## src/rtl/hit_resolver.sv

```systemverilog
// hit_resolver
//   Consumer end of the primitive-hit interface. For one ray it accepts
//   NUM_PRIMS per-primitive results. It keeps the nearest hit whose t lies
//   inside the latched [t_min, t_max] window, bounds included. It then
//   presents one registered closest-hit record downstream through a
//   valid/ready handshake.
//
//   HitData layout: {tag[TAG_W-1:0], t[DATA_W-1:0]}. The signed fixed-point
//   ray parameter T occupies the low DATA_W bits. The tag field is an opaque
//   payload that travels with the winning record.
//
// Ports
//   clk        clock, all state on rising edge
//   resetn     asynchronous reset, active-high (asserted = 1)
//   start      begin a new ray (sampled only while idle)
//   t_min      signed lower bound on t, latched on accepted start
//   t_max      signed upper bound on t, latched on accepted start
//   in_valid   a primitive result is present
//   in_ready   resolver accepts a result this cycle
//   in_hit     primitive reports an intersection
//   in_data    hit record
//   out_valid  closest-hit result available
//   out_ready  downstream consumes the result
//   out_hit    at least one in-range hit was found
//   out_data   nearest in-range hit record, zero when out_hit = 0
//   busy       ray in flight (collecting or presenting)
module hit_resolver #(
    parameter int NUM_PRIMS = 8,
    parameter int CNT_W     = $clog2(NUM_PRIMS + 1),
    parameter int DATA_W    = 32,
    parameter int TAG_W     = 16,
    parameter int HIT_W     = DATA_W + TAG_W
) (
    input  logic                     clk,
    input  logic                     resetn,
    input  logic                     start,
    input  logic signed [DATA_W-1:0] t_min,
    input  logic signed [DATA_W-1:0] t_max,
    input  logic                     in_valid,
    output logic                     in_ready,
    input  logic                     in_hit,
    input  logic [HIT_W-1:0]         in_data,
    output logic                     out_valid,
    input  logic                     out_ready,
    output logic                     out_hit,
    output logic [HIT_W-1:0]         out_data,
    output logic                     busy
);

    typedef enum logic [1:0] {
        IDLE    = 2'd0,
        COLLECT = 2'd1,
        OUTPUT  = 2'd2
    } state_t;

    state_t state_q, state_d;

    logic [CNT_W-1:0]         cnt_q;
    logic                     best_valid_q;
    logic [HIT_W-1:0]         best_q;
    logic signed [DATA_W-1:0] t_min_q;
    logic signed [DATA_W-1:0] t_max_q;
    logic                     out_hit_q;
    logic [HIT_W-1:0]         out_data_q;

    logic signed [DATA_W-1:0] in_t;
    logic signed [DATA_W-1:0] best_t;
    logic                     xfer_in;
    logic                     last_in;
    logic                     cand;
    logic                     take;
    logic                     best_valid_nxt;
    logic [HIT_W-1:0]         best_nxt;

    // Inclusive signed window test on the ray parameter.
    function automatic logic t_in_window(
        input logic signed [DATA_W-1:0] t,
        input logic signed [DATA_W-1:0] lo,
        input logic signed [DATA_W-1:0] hi
    );
        return (t >= lo) && (t <= hi);
    endfunction

    assign in_t   = in_data[DATA_W-1:0];
    assign best_t = best_q[DATA_W-1:0];

    // Handshake signals come from the state register only, so nothing on
    // the input side can reach an output combinationally.
    assign in_ready  = (state_q == COLLECT);
    assign out_valid = (state_q == OUTPUT);
    assign busy      = (state_q != IDLE);
    assign out_hit   = out_hit_q;
    assign out_data  = out_data_q;

    assign xfer_in = in_valid && (state_q == COLLECT);
    assign last_in = xfer_in && (cnt_q == CNT_W'(NUM_PRIMS - 1));

    // Strict less-than keeps the earlier arrival on equal t.
    assign cand           = in_hit && t_in_window(in_t, t_min_q, t_max_q);
    assign take           = cand && (!best_valid_q || (in_t < best_t));
    assign best_valid_nxt = best_valid_q || cand;
    assign best_nxt       = take ? in_data : best_q;

    always_ff @(posedge clk or posedge resetn) begin
        if (resetn) begin
            state_q <= IDLE;
        end else begin
            state_q <= state_d;
        end
    end

    always_comb begin
        state_d = state_q;
        case (state_q)
            IDLE:    if (start)     state_d = COLLECT;
            COLLECT: if (last_in)   state_d = OUTPUT;
            OUTPUT:  if (out_ready) state_d = IDLE;
            default:                state_d = IDLE;
        endcase
    end

    // Collection stage: running nearest-hit tracking and result register.
    // The last transfer loads the result from the merged best so that the
    // final result can still win.
    always_ff @(posedge clk or posedge resetn) begin
        if (resetn) begin
            cnt_q        <= '0;
            best_valid_q <= 1'b0;
            best_q       <= '0;
            t_min_q      <= '0;
            t_max_q      <= '0;
            out_hit_q    <= 1'b0;
            out_data_q   <= '0;
        end else begin
            case (state_q)
                IDLE: begin
                    if (start) begin
                        t_min_q      <= t_min;
                        t_max_q      <= t_max;
                        cnt_q        <= '0;
                        best_valid_q <= 1'b0;
                        best_q       <= '0;
                    end
                end
                COLLECT: begin
                    if (xfer_in) begin
                        cnt_q        <= cnt_q + CNT_W'(1);
                        best_valid_q <= best_valid_nxt;
                        best_q       <= best_nxt;
                        if (last_in) begin
                            out_hit_q  <= best_valid_nxt;
                            out_data_q <= best_valid_nxt ? best_nxt : '0;
                        end
                    end
                end
                OUTPUT: begin
                    if (out_ready) begin
                        out_hit_q  <= 1'b0;
                        out_data_q <= '0;
                    end
                end
                default: ;
            endcase
        end
    end

endmodule

```

## config.mk

```make
export PLATFORM = sky130hd
export DESIGN_NAME = hit_resolver
export DESIGN_NICKNAME = d
export VERILOG_FILES = /design/src/rtl/hit_resolver.sv
export SDC_FILE = /design/constraint.sdc
export NUM_CORES = 1
export LEC_CHECK = 0
export CORE_ASPECT_RATIO = 0.5
export CORE_MARGIN = 2
export CORE_UTILIZATION = 45
export DETAILED_ROUTE_END_ITERATION = 6
export MAX_ROUTING_LAYER = met4
export PLACE_DENSITY = 0.7
export SETUP_SLACK_MARGIN = 0.1
export SLEW_MARGIN = 30
export SYNTH_ARGS = -nofsm -noshare
export SYNTH_HDL_FRONTEND = slang
export SYNTH_SLANG_ARGS = --single-unit
export TNS_END_PERCENT = 20
```

## constraint.sdc

```tcl
create_clock -name clk -period 9.2 [get_ports clk]
set_input_delay 1.38 -clock clk [delete_from_list [all_inputs] [get_ports clk]]
set_output_delay 1.38 -clock clk [all_outputs]
set_load 0.02 [all_outputs]
```

==> results by stage <==
Run status:
- The run finished with clean final reports.

Detailed routing:
- The average detailed-routed wire length per instance is 17.52 um.
- The total via count after detailed routing is 7250.
- The total detailed-routing wirelength is 23700 um.
- The detail route stage leaves a number of antenna-violating nets equal to 0.
- The remaining design rule violation count is 0.
- The first-pass iteration count of the detailed router is 5.
- In the routed layout, each cell is associated on average with a via count of 5.358.
- The violation count after the first detailed-routing iteration is 372.

Timing:
- The final-report max-slew violation count is 0.
- On the final layout, the worst clock skew is 0.005314 ns.
- Setup slack closes at 4.135 ns.
- Headroom to the max-slew limit came out at 0.4018.
- The setup-violating endpoint count in the final report is 0.
- The count of endpoints failing hold in the final timing report came to 0.
- In the finished design, the share of the clock period the worst path needs comes to 0.5506.
- Setup repair after global routing left no endpoint under its margin.
- Based on the critical path, the design can be clocked at up to 197.4 MHz.
- The transition at the pin with the smallest max-transition slack is 0.8973 ns.
- The minimum period implied by the final worst setup slack is 5.065 ns.
- The setup total negative slack is 0 ns.

CTS:
- The clock sink count is 168.
- The H-tree generated during clock tree synthesis spans 4 levels.
- The maximum count of clock buffers along a single path is 2.
- The TritonCTS clock tree is built.
- In this run, post-CTS hold repair placed 0 buffers.
- Buffers added to address setup during post-CTS repair amount to 0.
- After clock tree synthesis, the clock-pin slew on the worst setup and hold paths is 0.06 ns.
- The cell at the root of the clock tree is sky130_fd_sc_hd__clkbuf_16.
- After clock tree synthesis, the repair step resized 0 gates.
- Counting the buffers created by CTS gives 17.
- For the worst-skew pair, the clock arrives at the later sink with an insertion delay of 0.43 ns.

Yosys:
- The xor/xnor share of the synthesized area is 0.002873.
- The top cell type's share of synthesized area is 0.4597.
- The synthesized netlist net count is 1134.
- The synthesized-area fraction occupied by ao, oa, aoi and oai cells is 0.1505.
- Ranked by total cell area, the synthesized netlist is headed by sky130_fd_sc_hd__dfrtp_1 (46%), sky130_fd_sc_hd__ha_1 (13%), sky130_fd_sc_hd__a221o_1 (5.6%).
- The biggest area consumer among synthesized cells is sky130_fd_sc_hd__dfrtp_1.
- The post-synthesis cell count is 920.
- After synthesis, the share of flip-flops with an asynchronous set or reset is 1.000.
- The post-synthesis average cell area is 9.940 um2.
- The synthesized design contains 0 enable-type register cells.
- By area, the combinational part of the netlist is dominated by compound AO/OA/AOI/OAI gates.
- The post-synthesis cell type count is 46.
- Of the total synthesized cell area, the portion taken by full adders, half adders and majority gates is 0.1313.
- The multiplexer share of the synthesized area is 0.05801.
- The synthesized design contains 168 register bits.
- The cell area that synthesis handed to floorplanning was 9145 um2.
- Of the total synthesized cell area, the portion taken by AND, OR, NAND and NOR gates is 0.1300.
- For this run, the leading register cell type out of synthesis is sky130_fd_sc_hd__dfrtp_1.
- For this run, the number of Yosys warnings is 0.
- The share of the Yosys chip area taken by registers is 0.4597.

Critical path:
- Counting both buffers and inverters, the worst setup path holds a total of 2.
- STA puts the critical path data arrival time at 5.43 ns.
- Of all nets on the critical path, the largest fanout is 40.
- At the worst endpoint, the required time is 9.57 ns.
- On the worst path, the slowest cell contributes a delay of 0.74 ns.
- By startpoint and endpoint, the worst setup path is classified as in2reg.
- The critical path capture point type is a flip-flop.
- Counting stages on the worst path, the most repeated cell is sky130_fd_sc_hd__a221o_1.
- STA classifies the critical path startpoint as a primary input.
- In this design, the largest share of critical-path delay is due to compound AO/OA/AOI/OAI gates.
- The slowest stage of the critical path is the sky130_fd_sc_hd__a2111oi_0 cell.
- Walking the worst path, the cells encountered are clkdlybuf4s50_1 > ha_1 > a21oi_1 > o21ai_0 > a221o_1 > a2111oi_0 > or3b_1 > o211ai_4 > a211oi_4 > buf_4 > a221o_1.

Placed design:
- OpenSTA, run right after detailed placement, puts the worst setup slack at 3.891 ns.
- The count of buffers added on input and output ports is 169.
- The final estimated routing congestion in global placement is 0.8329.
- The wire-length estimate of the detail-placed layout is 17070 um.

Power and ir drop:
- The power density over the cells is 263.6 nW/um2.
- The leakage power summed over all cells is 5.577 nW.
- The worst ir drop on vdd is 0.1574 mV.

Final layout:
- The synthesis-to-layout area growth is 27.25%.
- Across the whole layout, storage elements account for 4204 um2.
- The layout net count is 1289.
- The number of antenna diodes in the final layout is 0.
- The area occupied by multi-input gates is 4345 um2.
- The utilization after layout is 0.5912.
- The filler cell count is 1696.
- In the final layout, the share of cells above drive strength 1 is 0.06900.

Floorplanning:
- The floorplan step set the die height to 104.8 um.
- The initial core utilization is 0.4646.
- The top-level I/O count is 170.
- The area of the core region is 19680 um2.
- The floorplan step defined a die boundary enclosing 21550 um2.
- In this run the core area contains 36 standard-cell rows.
- The die outline width is 205.6 um.

Global routing:
- The residual overflow from global routing is 0.
- The initial antenna violation count is 0.
- The via count of the first global-routing pass came to 7422.
- Across every metal layer, demand over resource in global routing totals 0.2366.
- The maximum number of pins on one net before global-route repair is 114.
- The first global-routing pass estimated 38460 um of wire.

Worst hold path:
- The class of the worst hold path is reg2reg.

Flow run:
- Max-cap violations in this run came to 0.
-- worst reg2reg max path: stages, from the launching register on --
cell and delay [ns]:
sky130_fd_sc_hd__dfrtp_1 0.36, sky130_fd_sc_hd__inv_1 0.07, sky130_fd_sc_hd__ha_1 0.25, sky130_fd_sc_hd__a21oi_1 0.18, sky130_fd_sc_hd__o21ai_0 0.18, sky130_fd_sc_hd__a221o_1 0.35
sky130_fd_sc_hd__a2111oi_0 0.74, sky130_fd_sc_hd__or3b_1 0.27, sky130_fd_sc_hd__o211ai_4 0.13, sky130_fd_sc_hd__a211oi_4 0.47, sky130_fd_sc_hd__buf_4 0.51, sky130_fd_sc_hd__a221o_1 0.28
-- registers in the layout (all words and copies together), names as in the netlist --
name          count
best_valid_q      1
state_q           2
cnt_q             4
t_min_q          32
out_data         48
out_hit           1
best_q           48
t_max_q          32
-- layout make-up --
type / count / share of cell area
multi-input combinational: 595 / 0.3734
sequential: 168 / 0.3613
timing repair buffer: 176 / 0.1512
clock buffer: 22 / 0.04075
inverter: 117 / 0.03838
tap: 266 / 0.02860
clock inverter: 9 / 0.006451
-- cell usage after synthesis, types with 17 or more instances --
cell and number:
sky130_fd_sc_hd__mux2i_1 17, sky130_fd_sc_hd__inv_1 117, sky130_fd_sc_hd__nor2_1 44, sky130_fd_sc_hd__nand2_1 110
sky130_fd_sc_hd__and2_1 51, sky130_fd_sc_hd__clkbuf_1 28, sky130_fd_sc_hd__a221o_1 51, sky130_fd_sc_hd__ha_1 96
sky130_fd_sc_hd__a21oi_1 32, sky130_fd_sc_hd__o21ai_0 72, sky130_fd_sc_hd__dfrtp_1 168, sky130_fd_sc_hd__mux2_2 28
-- cells by family after synthesis --
kind of cell | Yosys count
buf+inv | 157
simple gates | 253
mux | 48
compound gates | 195
xor+xnor | 3
flops | 168
fa+ha+maj | 96
-- through the flow --
step / power, W / cells / hold WS, ns / instance area, um2
floorplan: 0.001957 / 920 / 0.4497 / 9145
global placement: 0.002333 / 1320 / 0.4626 / 11060
detailed placement: 0.002390 / 1322 / 0.4698 / 11090
CTS: 0.003089 / 1353 / 0.4837 / 11640
global route: 0.003301 / 1353 / 0.5121 / 11640
finish: 0.003068 / 1353 / 0.4819 / 11640
-- worst paths after layout --
path,start,end,slack (ns),cells past startpoint
hold / removal,out_hit$_DFFE_PP0P_,out_hit$_DFFE_PP0P_,0.48,1
min in group asynchronous,resetn,out_data[39]$_DFFE_PP0P_,1.49,2
setup reg to reg,t_min_q[17]$_DFFE_PP0P_,out_data[6]$_DFFE_PP0P_,5.34,11
max in group asynchronous,resetn,out_data[47]$_DFFE_PP0P_,6.41,3
setup / recovery,in_data[17],out_data[6]$_DFFE_PP0P_,4.13,11
hold reg to reg,out_hit$_DFFE_PP0P_,out_hit$_DFFE_PP0P_,0.48,1
-- placed cells by master, fill, tap and decap left out, types with 6 or more instances in the layout --
| cell | netlist | routed |
|---|---|---|
| sky130_fd_sc_hd__clkdlybuf4s50_1 | 0 | 169 |
| sky130_fd_sc_hd__dfrtp_1 | 168 | 168 |
| sky130_fd_sc_hd__inv_1 | 117 | 116 |
| sky130_fd_sc_hd__nand2_1 | 110 | 110 |
| sky130_fd_sc_hd__ha_1 | 96 | 96 |
| sky130_fd_sc_hd__o21ai_0 | 72 | 72 |
| sky130_fd_sc_hd__a221o_1 | 51 | 51 |
| sky130_fd_sc_hd__and2_1 | 51 | 50 |
| sky130_fd_sc_hd__nor2_1 | 44 | 44 |
| sky130_fd_sc_hd__a21oi_1 | 32 | 31 |
| sky130_fd_sc_hd__mux2_2 | 28 | 28 |
| sky130_fd_sc_hd__mux2i_1 | 17 | 17 |
| sky130_fd_sc_hd__clkbuf_16 | 0 | 17 |
| sky130_fd_sc_hd__nand4_1 | 16 | 16 |
| sky130_fd_sc_hd__a21o_1 | 13 | 13 |
| sky130_fd_sc_hd__nand3_1 | 11 | 11 |
| sky130_fd_sc_hd__clkinv_2 | 0 | 6 |
-- where the power goes --
part | internal [W] | total, W | leakage (nW) | switching (W)
Combinational | 0.000574 | 0.00125 | 3.13 | 0.000677
Clock | 0.000389 | 0.000688 | 0.271 | 0.000298
Sequential | 0.00101 | 0.00113 | 2.18 | 0.000117
Total | 0.00198 | 0.00307 | 5.58 | 0.00109
-- metal layers --
metal  up-vias  wire length (um)  GRT usage
met5         -                 0          -
met4         0               394    0.07451
met3        36              1269    0.04741
met2       163             11070     0.3617
met1      3568             10970     0.3171
li1       3483                 -          -
Note: power is estimated with default switching activity, not from simulation.
